==> config.mk <==
export PLATFORM = sky130hd
export DESIGN_NAME = frame_buffer_writer
export DESIGN_NICKNAME = d
export VERILOG_FILES = /design/src/rtl/fb_pkg.sv /design/src/rtl/sync_edge_detect.sv /design/src/rtl/frame_buffer_writer.sv
export SDC_FILE = /design/constraint.sdc
export NUM_CORES = 1
export LEC_CHECK = 0
export ABC_AREA = 1
export CAP_MARGIN = 10
export CORE_MARGIN = 10
export CORE_UTILIZATION = 28
export DETAILED_ROUTE_END_ITERATION = 6
export GPL_ROUTABILITY_DRIVEN = 0
export SYNTH_ARGS = -nofsm -noshare
export SYNTH_HDL_FRONTEND = slang
export SYNTH_SLANG_ARGS = --single-unit
==> constraint.sdc <==
create_clock -name clk -period 2.65 [get_ports clk]
set_input_delay 0.3975 -clock clk [delete_from_list [all_inputs] [get_ports clk]]
set_output_delay 0.3975 -clock clk [all_outputs]
set_load 0.02 [all_outputs]
==> src/rtl/fb_pkg.sv <==
// Shared definitions for the frame buffer writer: state encoding,
// default geometry/pixel width and a constant-foldable clog2 helper.
package fb_pkg;

  typedef enum logic [1:0] {
    ST_WAIT_SYNC = 2'd0,
    ST_WRITE     = 2'd1,
    ST_FULL      = 2'd2
  } fb_state_e;

  localparam int DEF_H_ACTIVE = 320;
  localparam int DEF_V_ACTIVE = 240;
  localparam int DEF_PIX_W    = 12;

  // Number of bits needed to index 'value' distinct items.
  function automatic int clog2(input int value);
    int res;
    res = 0;
    for (int i = 0; i < 31; i++) begin
      if ((32'sd1 << i) < value) begin
        res = i + 1;
      end
    end
    return res;
  endfunction

endpackage

==> src/rtl/sync_edge_detect.sv <==
// Two-flop synchronizer for an asynchronous level followed by a
// registered rising-edge detector producing a one-cycle pulse.
module sync_edge_detect (
  input  logic clk,
  input  logic rst,
  input  logic async_i,
  output logic pulse_o
);

  logic meta_q;
  logic sync_q;
  logic prev_q;
  logic pulse_q;

  // Resynchronize the foreign level and register its rising edge.
  always_ff @(posedge clk) begin
    if (rst) begin
      meta_q  <= 1'b0;
      sync_q  <= 1'b0;
      prev_q  <= 1'b0;
      pulse_q <= 1'b0;
    end else begin
      meta_q  <= async_i;
      sync_q  <= meta_q;
      prev_q  <= sync_q;
      pulse_q <= sync_q & ~prev_q;
    end
  end

  assign pulse_o = pulse_q;

endmodule

==> src/rtl/frame_buffer_writer.sv <==
// Double-buffered frame capture: writes a stream of pixels into one BRAM
// bank per frame, swapping banks only on complete frames so the reader
// always sees the most recent whole frame.
module frame_buffer_writer
  import fb_pkg::*;
#(
  parameter int H_ACTIVE = DEF_H_ACTIVE,
  parameter int V_ACTIVE = DEF_V_ACTIVE,
  parameter int PIX_W    = DEF_PIX_W,
  parameter int ADDR_W   = 17
) (
  input  logic              clk,
  input  logic              rst,
  input  logic              pix_valid,
  input  logic [PIX_W-1:0]  pix_data,
  input  logic              vsync_async,
  input  logic              capture_en,
  output logic              bram_we,
  output logic [ADDR_W:0]   bram_addr,
  output logic [PIX_W-1:0]  bram_data,
  output logic              rd_bank,
  output logic              rd_valid,
  output logic              frame_done,
  output logic              short_frame,
  output logic              overflow
);

  localparam int FRAME_PIX = H_ACTIVE * V_ACTIVE;
  localparam logic [ADDR_W-1:0] LAST_IDX = ADDR_W'(FRAME_PIX - 1);

  // Pixel index must be wide enough to address a whole frame.
  if (ADDR_W < clog2(FRAME_PIX)) begin : g_addr_w_check
    $error("frame_buffer_writer: ADDR_W too small for H_ACTIVE*V_ACTIVE");
  end

  fb_state_e          state_q;
  logic [ADDR_W-1:0]  idx_q;
  logic [ADDR_W-1:0]  idx_d;
  logic               wr_bank_q;
  logic               rd_bank_q;
  logic               rd_valid_q;
  logic               bram_we_q;
  logic [ADDR_W:0]    bram_addr_q;
  logic [PIX_W-1:0]   bram_data_q;
  logic               frame_done_q;
  logic               short_frame_q;
  logic               overflow_q;
  logic               sync_pulse;

  sync_edge_detect u_vsync (
    .clk     (clk),
    .rst     (rst),
    .async_i (vsync_async),
    .pulse_o (sync_pulse)
  );

  assign idx_d = idx_q + {{(ADDR_W-1){1'b0}}, 1'b1};

  // Capture FSM with registered BRAM port and status pulses; a sync pulse
  // always takes priority over a pixel arriving in the same cycle.
  always_ff @(posedge clk) begin
    if (rst) begin
      state_q       <= ST_WAIT_SYNC;
      idx_q         <= '0;
      wr_bank_q     <= 1'b0;
      rd_bank_q     <= 1'b0;
      rd_valid_q    <= 1'b0;
      bram_we_q     <= 1'b0;
      bram_addr_q   <= '0;
      bram_data_q   <= '0;
      frame_done_q  <= 1'b0;
      short_frame_q <= 1'b0;
      overflow_q    <= 1'b0;
    end else begin
      bram_we_q     <= 1'b0;
      frame_done_q  <= 1'b0;
      short_frame_q <= 1'b0;
      overflow_q    <= 1'b0;
      case (state_q)
        ST_WAIT_SYNC: begin
          if (sync_pulse && capture_en) begin
            state_q <= ST_WRITE;
            idx_q   <= '0;
          end
        end
        ST_WRITE: begin
          if (sync_pulse) begin
            // Frame cut short: restart in the same bank, reader untouched.
            short_frame_q <= 1'b1;
            idx_q         <= '0;
            state_q       <= capture_en ? ST_WRITE : ST_WAIT_SYNC;
          end else if (pix_valid) begin
            bram_we_q   <= 1'b1;
            bram_addr_q <= {wr_bank_q, idx_q};
            bram_data_q <= pix_data;
            if (idx_q == LAST_IDX) begin
              frame_done_q <= 1'b1;
              rd_bank_q    <= wr_bank_q;
              rd_valid_q   <= 1'b1;
              wr_bank_q    <= ~wr_bank_q;
              idx_q        <= '0;
              state_q      <= ST_FULL;
            end else begin
              idx_q <= idx_d;
            end
          end
        end
        ST_FULL: begin
          if (sync_pulse) begin
            idx_q   <= '0;
            state_q <= capture_en ? ST_WRITE : ST_WAIT_SYNC;
          end else if (pix_valid) begin
            overflow_q <= 1'b1;
          end
        end
        default: begin
          state_q <= ST_WAIT_SYNC;
          idx_q   <= '0;
        end
      endcase
    end
  end

  assign bram_we     = bram_we_q;
  assign bram_addr   = bram_addr_q;
  assign bram_data   = bram_data_q;
  assign rd_bank     = rd_bank_q;
  assign rd_valid    = rd_valid_q;
  assign frame_done  = frame_done_q;
  assign short_frame = short_frame_q;
  assign overflow    = overflow_q;

endmodule

# ---- Word level (Yosys, flattened, before mapping)
# Cells that the tools add are included.
dict set report totals {
  elab_cells 56
  ff_bits 60
  input_bits 17
  out_inout_bits 36
}
dict set report op_classes {
  bitwise 7
  reduce_logical 9
  add_sub_neg 1
  mux 17
  eq_ne 7
}
# cell count
set ops {}
lappend ops {{two-way mux 17 bit} 5}
lappend ops {{one-hot mux 17 bit (3 select lines)} 1}
lappend ops {{adder 17 x 1 -> 17 bit, second input constant} 1}
lappend ops {{== test 17 bit, second input constant} 1}
lappend ops {{two-way mux 2 bit} 5}
lappend ops {{AND reduction 4 bit} 2}
lappend ops {{inequality test 3 x 2 -> 1 bit, second input constant} 2}
lappend ops {{inverter 1 bit} 6}
lappend ops {{one-hot mux 2 bit (3 select lines)} 1}
lappend ops {{AND reduction 3 bit} 2}
lappend ops {{two-way mux 1 bit} 5}
lappend ops {{OR reduction 2 bit} 2}
lappend ops {{OR reduction 4 bit} 1}
lappend ops {{== test 2 x 1 -> 1 bit, second input constant} 1}
lappend ops {{== test 2 bit, second input constant} 1}
lappend ops {{zero test 2 bit} 1}
lappend ops {{inequality test 2 x 1 -> 1 bit, second input constant} 1}
lappend ops {{inequality test 2 bit, second input constant} 1}
lappend ops {{bitwise AND 1 bit} 1}
lappend ops {{logical AND 1 bit} 1}

# ---- Depth between registers and ports, before layout
# Gate-level depths: netlist of the first run.
dict set report logic_depth {
  ltp_word 5
  mapped_depth 10
  depth_no_buf 10
}

# ---- Cells and area by module
# Synthesis of the first run repeated with hierarchy kept, for this count alone.
dict set report unflattened {
  hier_cells 328
  area_unflattened_um2 2449.8
}
# module area_per_inst_um2 n_inst cells_each seq_area_each_um2
set modules_own_cells {}
lappend modules_own_cells {frame_buffer_writer 2334.7 1 316 1121.1}
lappend modules_own_cells {sync_edge_detect 115.1 1 12 80.1}

# ---- Worst setup path after synthesis of the first run
# No wires, ideal clock.
dict set report synth_path {
  path_type {reg-to-reg}
  startpoint {register idx_q[0]}
  endpoint {register idx_q[1]}
  synth_period_minus_slack_ns 1.453
  path_stages_with_launch 10
  required_time_ns 2.536
  arrival_ns 1.339
  setup_ns 0.114
  path_buffers 1
  path_slack_ns 1.197
  path_cell_list {dfxtp_1 > ha_1 > nand3_1 > nor2_4 > nand3_1 > nand2_1 > nand2_2 > nand2_4 > buf_6 > nor2_1}
}
dict set report synth_between {
  elab_chain_cells 5
  elab_cells_between_ends 6
  classes_between {1 x add/sub; 1 x eq/ne; 4 x mux}
}
# element line
set synth_rtl {}
lappend synth_rtl {{from (decl)} frame_buffer_writer.sv:37} ;# logic [ADDR_W-1:0] idx_q;
lappend synth_rtl {{from (signal assigned)} frame_buffer_writer.sv:104} ;# idx_q <= idx_d;
lappend synth_rtl {{adder 17 x 1 -> 17 bit / == test 17 bit (equally long branches)} {frame_buffer_writer.sv:57, frame_buffer_writer.sv:96}}
lappend synth_rtl {{two-way mux 17 bit (*)} frame_buffer_writer.sv:96} ;# if (idx_q == LAST_IDX) begin
lappend synth_rtl {{two-way mux 17 bit (*)} frame_buffer_writer.sv:92} ;# end else if (pix_valid) begin
lappend synth_rtl {{two-way mux 17 bit (*)} frame_buffer_writer.sv:87} ;# if (sync_pulse) begin
lappend synth_rtl {{one-hot mux 17 bit (3 select lines) (*)} frame_buffer_writer.sv:79} ;# case (state_q)
# Mark *: on every way between the ends. The rest lies on a longest branch, timed or not. The select of a mux whose other input is x is not followed.
# A chain may end at the register's enable or synchronous reset.

# ---- Final worst setup path of the first run
dict set report layout_path {
  startpoint {register state_q[1]}
  endpoint {register bram_addr_q[1], in the netlist bram_addr[1]}
}
dict set report layout_between {
  elab_chain_cells 2
}
# element line
set layout_rtl {}
lappend layout_rtl {{from (decl)} frame_buffer_writer.sv:36} ;# fb_state_e state_q;
lappend layout_rtl {{from (signal assigned)} frame_buffer_writer.sv:91} ;# state_q <= capture_en ? ST_WRITE : ST_WAIT_SYNC;
lappend layout_rtl {{from (signal assigned)} frame_buffer_writer.sv:111} ;# state_q <= capture_en ? ST_WRITE : ST_WAIT_SYNC;
lappend layout_rtl {{== test 2 x 1 -> 1 bit} frame_buffer_writer.sv:79}
lappend layout_rtl {{AND reduction 3 bit (no line)} -}
lappend layout_rtl {{to (signal assigned)} frame_buffer_writer.sv:94} ;# bram_addr_q <= {wr_bank_q, idx_q};
lappend layout_rtl {{to (decl)} frame_buffer_writer.sv:43} ;# logic [ADDR_W:0] bram_addr_q;
# No other way between the ends.

==> flow_summary_export.csv, run 1 <==
group,metric,value,unit
logic_synthesis,synth_nets,339,
floorplan,design.die.area,12700,um^2
setup_path,worst-setup-path-type,"reg2reg",
drt,drc,0,
global_routing,grt_pass1_vias,2068,
floorplan,ioPinCount,53,
job,cap_violations,0,
global_routing,grt_start_max_net_pins,25,
sta,max-slew-margin-rel,0.575,
logic_synthesis,synthCells,321,
drt,first_pass_iters,4,
clock_network,clk_pin_slew,0.06,ns
sta,worst_pin_slew,0.637,ns
drt,drt_wl_total,5720,um
floorplan,die_h,113,um
sta,rsz0062_at_grt,"no",
logic_synthesis,ys_ff_latch,60,
cells_and_area,fin_nets,393,
floorplan,die_w,113,um
sta,period_minus_slack,1.81,ns
setup_path,required,2.88,ns
setup_path,crit_arrival,2.04,ns
sta,fin_crit_sh,0.684,
sta,hold_viol,0,
setup_path,reg2reg_depth,6,
global_routing,track_usage,0.0893,
drt,final_antenna_net_count,0,
hold_path,min_delay_path_depth,1,
clock_network,ctsResizeCount,0,
sta,slew_viol_final,0,
clock_network,numCtsBuffers,9,
drt,dr.max_layer_used,"met4",
global_routing,grt_overflow_total,0,
drt,first_iter_violations,50,
setup_path,critical_path.cell_chain,"nor2_4 -> nand2_1 -> nor2_4 -> inv_1 -> nor2_1 -> nor2_1",
clock_network,htree_num_levels,3,
sta,final-setup-viol-count,0,
floorplan,coreArea,8300,um^2
power,p_per_area,536,nW/um^2
floorplan,num_rows,33,
setup_path,cp_max_fo,24,
global_routing,antenna_found_initial,0,
logic_synthesis,yosys_warnings,0,
sta,fmax,552,MHz
place,port-buffer-count,52,
clock_network,cts_tree,"done",
logic_synthesis,syn_avg_cell_area,7.53,um^2
logic_synthesis,yosysUniqueCellTypes,26,
sta,skew,0.00417,ns
power,p_leak,1.27,nW
clock_network,clockBufferDepth,2,
drt,wl_met1,2730,um
drt,wl_per_cell,11.8,um
run_status,status,"completed",
setup_path,critPathMaxStageDelay,0.42,ns
drt,dr_wl_met3,499,um
drt,vias,2108,
global_routing,grt_pass1_wl,9540,um
cells_and_area,final_layout_size_suffix_gt1_frac,0.0737,
clock_network,clk_latency,0.33,ns
clock_network,postCtsSetupBuffers,0,
cells_and_area,area_growth,32.0,%
drt,viasPerCell,4.35,
floorplan,initial_utilization,0.291,
power,peakVddDrop,0.352,mV
clock_network,clock_sinks,60,
logic_synthesis,seq_area_frac_synth,0.497,
clock_network,ctsHoldBuffers,0,
setup_path,end_kind,"flip-flop",
cells_and_area,post-route-util,0.385,
setup_path,crit_path_start_kind,"flip-flop",
place,dp_hpwl,4170,um
drt,dr_wl_met2,2440,um
hold_path,min_path_type,"reg2reg",
setup_path,crit_slowest_cell,"inv_1",
sta,finalSetupTns,0,ns
logic_synthesis,syn_area,2420,um^2
clock_network,cts_root_buffer,"clkbuf_8",
cells_and_area,antenna_cells,0,
[logic make-up after synthesis]
| logic type | share of synthesized area |
|---|---|
| simple gates | 0.284 |
| flops | 0.497 |
| compound gates | 0.102 |
| buf+inv | 0.0787 |
| xor+xnor | 0.0290 |
| mux | 0.00414 |
| fa+ha+maj | 0.00518 |
[critical path: cells and delay by family (launching register included)]
family,cells,cell delay (ns)
AND/OR/NAND/NOR,5,0.91
buffers and inverters,1,0.42
flip-flops,1,0.37
[through the flow]
stage	cell area (um^2)	hold slack, ns	instances	setup WS [ns]	power (W)
after global routing	3190	0.409	485	0.587	0.00178
final	3190	0.393	485	0.838	0.00171
after detailed placement	3030	0.387	469	0.472	0.00103
after CTS	3190	0.400	485	0.818	0.00173
after floorplan	2420	0.373	321	1.20	0.000983
after global placement	3030	0.376	469	0.530	0.00103
[power by group]
group	internal (W)	leakage [nW]	switching, W
sequential	0.000912	0.484	0.00000504
combinational	0.0000441	0.698	0.0000469
clock	0.000363	0.0844	0.000338
[layer usage]
| layer | vias up | global-route usage |
|---|---|---|
| met3 | 6 | 0.0555 |
| met2 | 44 | 0.134 |
| met4 | 0 | 0.0305 |
| met1 | 935 | 0.102 |
| li1 | 1123 | - |
| met5 | - | 0 |
[final cells by class]
| class | count | area (um^2) |
|---|---|---|
| clock buffer | 14 | 153 |
| clock inverter | 2 | 10.0 |
| fill | 887 | 5110 |
| inverter | 34 | 128 |
| multi-input combinational | 215 | 1030 |
| sequential | 60 | 1200 |
| tap | 105 | 131 |
| timing repair buffer | 55 | 543 |
[registers in the layout, summed over array words and instances (netlist names)]
name / count
idx_q: 17
state_q: 2
bram_addr: 18
u_vsync.prev_q: 1
frame_done: 1
bram_we: 1
rd_valid: 1
short_frame: 1
u_vsync.pulse_o: 1
u_vsync.meta_q: 1
overflow: 1
rd_bank: 1
bram_data: 12
u_vsync.sync_q: 1
wr_bank_q: 1
[synthesized netlist by cell type]
cell / instances / area (um^2)
o21ai_0: 33 / 165
buf_1: 2 / 7.51
clkbuf_1: 3 / 11.3
buf_4: 1 / 7.51
mux2i_1: 1 / 10.0
nand3_2: 2 / 20.0
buf_2: 4 / 20.0
inv_2: 3 / 11.3
nand2_1: 40 / 150
nand3_1: 19 / 95.1
nor2_2: 1 / 6.26
xnor2_1: 4 / 35.0
a21oi_1: 15 / 75.1
o21bai_1: 1 / 7.51
ha_1: 1 / 12.5
dfxtp_1: 60 / 1200
clkbuf_2: 1 / 5.00
nand2_4: 2 / 22.5
nand2_2: 2 / 12.5
nor2_1: 76 / 285
inv_1: 31 / 116
nand4_1: 4 / 25.0
nor2_4: 3 / 33.8
xor2_1: 4 / 35.0
buf_6: 1 / 11.3
nor3_1: 7 / 35.0
[layout by cell type (no fill, tap or decap), types with 4 or more instances in the layout]
master           synthesis  routed
a21oi_1                 15      15
clkbuf_1                 3       4
clkbuf_8                 0      10
clkdlybuf4s50_1          0      52
dfxtp_1                 60      60
inv_1                   31      31
nand2_1                 40      40
nand3_1                 19      19
nand4_1                  4       4
nor2_1                  76      76
nor3_1                   7       7
o21ai_0                 33      33
xnor2_1                  4       4
xor2_1                   4       4
[path summary, 6_finish.rpt]
kind | startpoint | to | slack, ns
setup reg to reg | state_q[1] | bram_addr[1] | 0.84
hold / removal | u_vsync.prev_q | u_vsync.pulse_o | 0.39
hold reg to reg | u_vsync.prev_q | u_vsync.pulse_o | 0.39
setup / recovery | state_q[1] | bram_addr[1] | 0.84
(Power assumes the default switching activity.)
==> inputs of run 2 (changes only) <==
==> constraint.sdc (replaced) <==
create_clock -name clk -period 1.9 [get_ports clk]
set_input_delay 0.285 -clock clk [delete_from_list [all_inputs] [get_ports clk]]
set_output_delay 0.285 -clock clk [all_outputs]
set_load 0.02 [all_outputs]
==> run 2 against run 1 <==
Net effect: non-clock buffer count is 3 higher; die area did not move; clock skew increased by 0.0070 ns; largest cell class unchanged.
==> flow_summary_export.csv, run 2 (synthesized netlist as in run 1, its figures left out) <==
group,metric,value,unit
clock_network,cts_root_buffer,"clkbuf_8",
floorplan,initial_utilization,0.291,
sta,hold_viol,0,
drt,vias,2140,
power,p_seq_frac,0.476,
clock_network,clk_latency,0.34,ns
cells_and_area,antenna_cells,0,
clock_network,clockBufferDepth,2,
global_routing,grt_start_max_net_pins,23,
setup_path,end_kind,"flip-flop",
clock_network,ctsResizeCount,0,
setup_path,worst-setup-path-type,"reg2reg",
power,p_int,0.00211,W
global_routing,busiest_layer,"met2",
clock_network,clock_sinks,60,
global_routing,grt_overflow_total,0,
global_routing,grt_pass1_wl,9650,um
run_status,status,"completed",
clock_network,ctsHoldBuffers,0,
power,switchingPower,0.000582,W
floorplan,die_h,113,um
clock_network,cts_tree,"done",
setup_path,critPathMaxStageDelay,0.39,ns
power,comb_power_share,0.048,
sta,fin_crit_sh,0.861,
power,p_per_area,817,nW/um^2
sta,rsz0062_at_grt,"no",
place,port-buffer-count,52,
sta,finalSetupTns,0,ns
sta,final-setup-viol-count,0,
power,p_leak,1.31,nW
clock_network,numCtsBuffers,9,
cells_and_area,largest_reg_flops,18,
global_routing,gr-usage-met1,0.101,
sta,hold_slack,0.393,ns
setup_path,r2r_slack,0.26,ns
setup_path,crit_path_start_kind,"flip-flop",
sta,max-slew-margin-rel,0.584,
hold_path,min_path_type,"reg2reg",
power,p_clk_frac,0.476,
drt,wl_per_cell,11.8,um
sta,worst_pin_slew,0.623,ns
sta,fmax,611,MHz
drt,final_antenna_net_count,0,
drt,drt_wl_total,5740,um
cells_and_area,area_growth,36.1,%
power,peakVddDrop,0.555,mV
floorplan,num_rows,33,
setup_path,crit_slowest_cell,"dfxtp_1",
sta,period_minus_slack,1.64,ns
setup_path,required,2.12,ns
floorplan,coreArea,8300,um^2
floorplan,die_w,113,um
sta,slew_viol_final,0,
drt,first_pass_iters,4,
place,dp_hpwl,4220,um
setup_path,crit_arrival,1.86,ns
drt,first_iter_violations,82,
floorplan,design.die.area,12700,um^2
cells_and_area,final_common_cell,"nor2_1",
cells_and_area,fin_nets,396,
clock_network,postCtsSetupBuffers,0,
clock_network,htree_num_levels,3,
global_routing,use_met2,0.140,
cells_and_area,final_layout_size_suffix_gt1_frac,0.0914,
global_routing,use_met3,0.0602,
power,switching_share,0.217,
sta,skew,0.0112,ns
setup_path,cp_max_fo,17,
setup_path,cp_common_cell,"nand3_1",
setup_path,critical_path.cell_chain,"ha_1 -> nand3_1 -> nor2_4 -> nand3_1 -> nand2_1 -> nand2_2 -> nand2_4 -> nor2_1",
drt,drc,0,
job,cap_violations,0,
drt,viasPerCell,4.39,
global_routing,grt_pass1_vias,2146,
floorplan,ioPinCount,53,
cells_and_area,final_cell_mix,"nor2_1 (76), dfxtp_1 (60), clkdlybuf4s50_1 (52)",
global_routing,track_usage,0.0909,
global_routing,antenna_found_initial,0,
clock_network,clk_pin_slew,0.07,ns
[run 2: per-layer routing]
layer	share of wire	vias up
met4	0.012	0
met2	0.43	51
met3	0.098	6
met5	0	-
li1	-	1126
met1	0.46	957
[run 2: path summary, 6_finish.rpt]
path / end / cells past startpoint / from
worst min-delay path: u_vsync.pulse_o / 1 / u_vsync.prev_q
worst max register to register: idx_q[2] / 8 / idx_q[0]
worst max-delay path: idx_q[2] / 8 / idx_q[0]
worst min register to register: u_vsync.pulse_o / 1 / u_vsync.prev_q
[run 2: power by group through the flow]
stage / combinational [W] / sequential, W / clock, W
floorplan: 0.0000526 / 0.00132 / 0
global route: 0.000143 / 0.00128 / 0.00136
finish: 0.000130 / 0.00128 / 0.00128
global placement: 0.000132 / 0.00131 / 0
detailed placement: 0.000133 / 0.00131 / 0
CTS: 0.000133 / 0.00128 / 0.00132
[run 2: area by class of cell]
type	count	area, um^2
fillers	859	5010
repair buffers	58	578
flip-flops and latches	60	1200
clock inverters	6	87.6
multi-input cells	215	1030
well taps	105	131
clock buffers	10	138
inverters	34	128
[run 2: metrics by stage]
stage                     std cells  cell area [um^2]   util  power [W]  setup WS (ns)
final                           488              3290  0.396    0.00269          0.264
after global routing            488              3290  0.396    0.00279          0.103
after CTS                       488              3290  0.396    0.00273          0.237
after detailed placement        472              3060  0.369    0.00144          0.174
after global placement          472              3060  0.369    0.00144          0.184
after floorplan                 321              2420      -    0.00137          0.447
[run 2: worst max-delay path, delay by kind of cell (launching register included)]
kind                       cells  cell delay [ns]
DFF                            1             0.39
adders and majority gates      1             0.21
and+or+nand+nor                7             0.92
==> inputs of run 3 (changes only) <==
==> constraint.sdc (replaced) <==
create_clock -name clk -period 1.9 [get_ports clk]
set_input_delay 0.285 -clock clk [delete_from_list [all_inputs] [get_ports clk]]
set_output_delay 0.285 -clock clk [all_outputs]
set_load 0.005 [all_outputs]
==> results of run 3 <==
Same layout as run 2 (identical final DEF). Status: completed.
Main changes from that run: total power 0.00269 W -> 0.00268 W
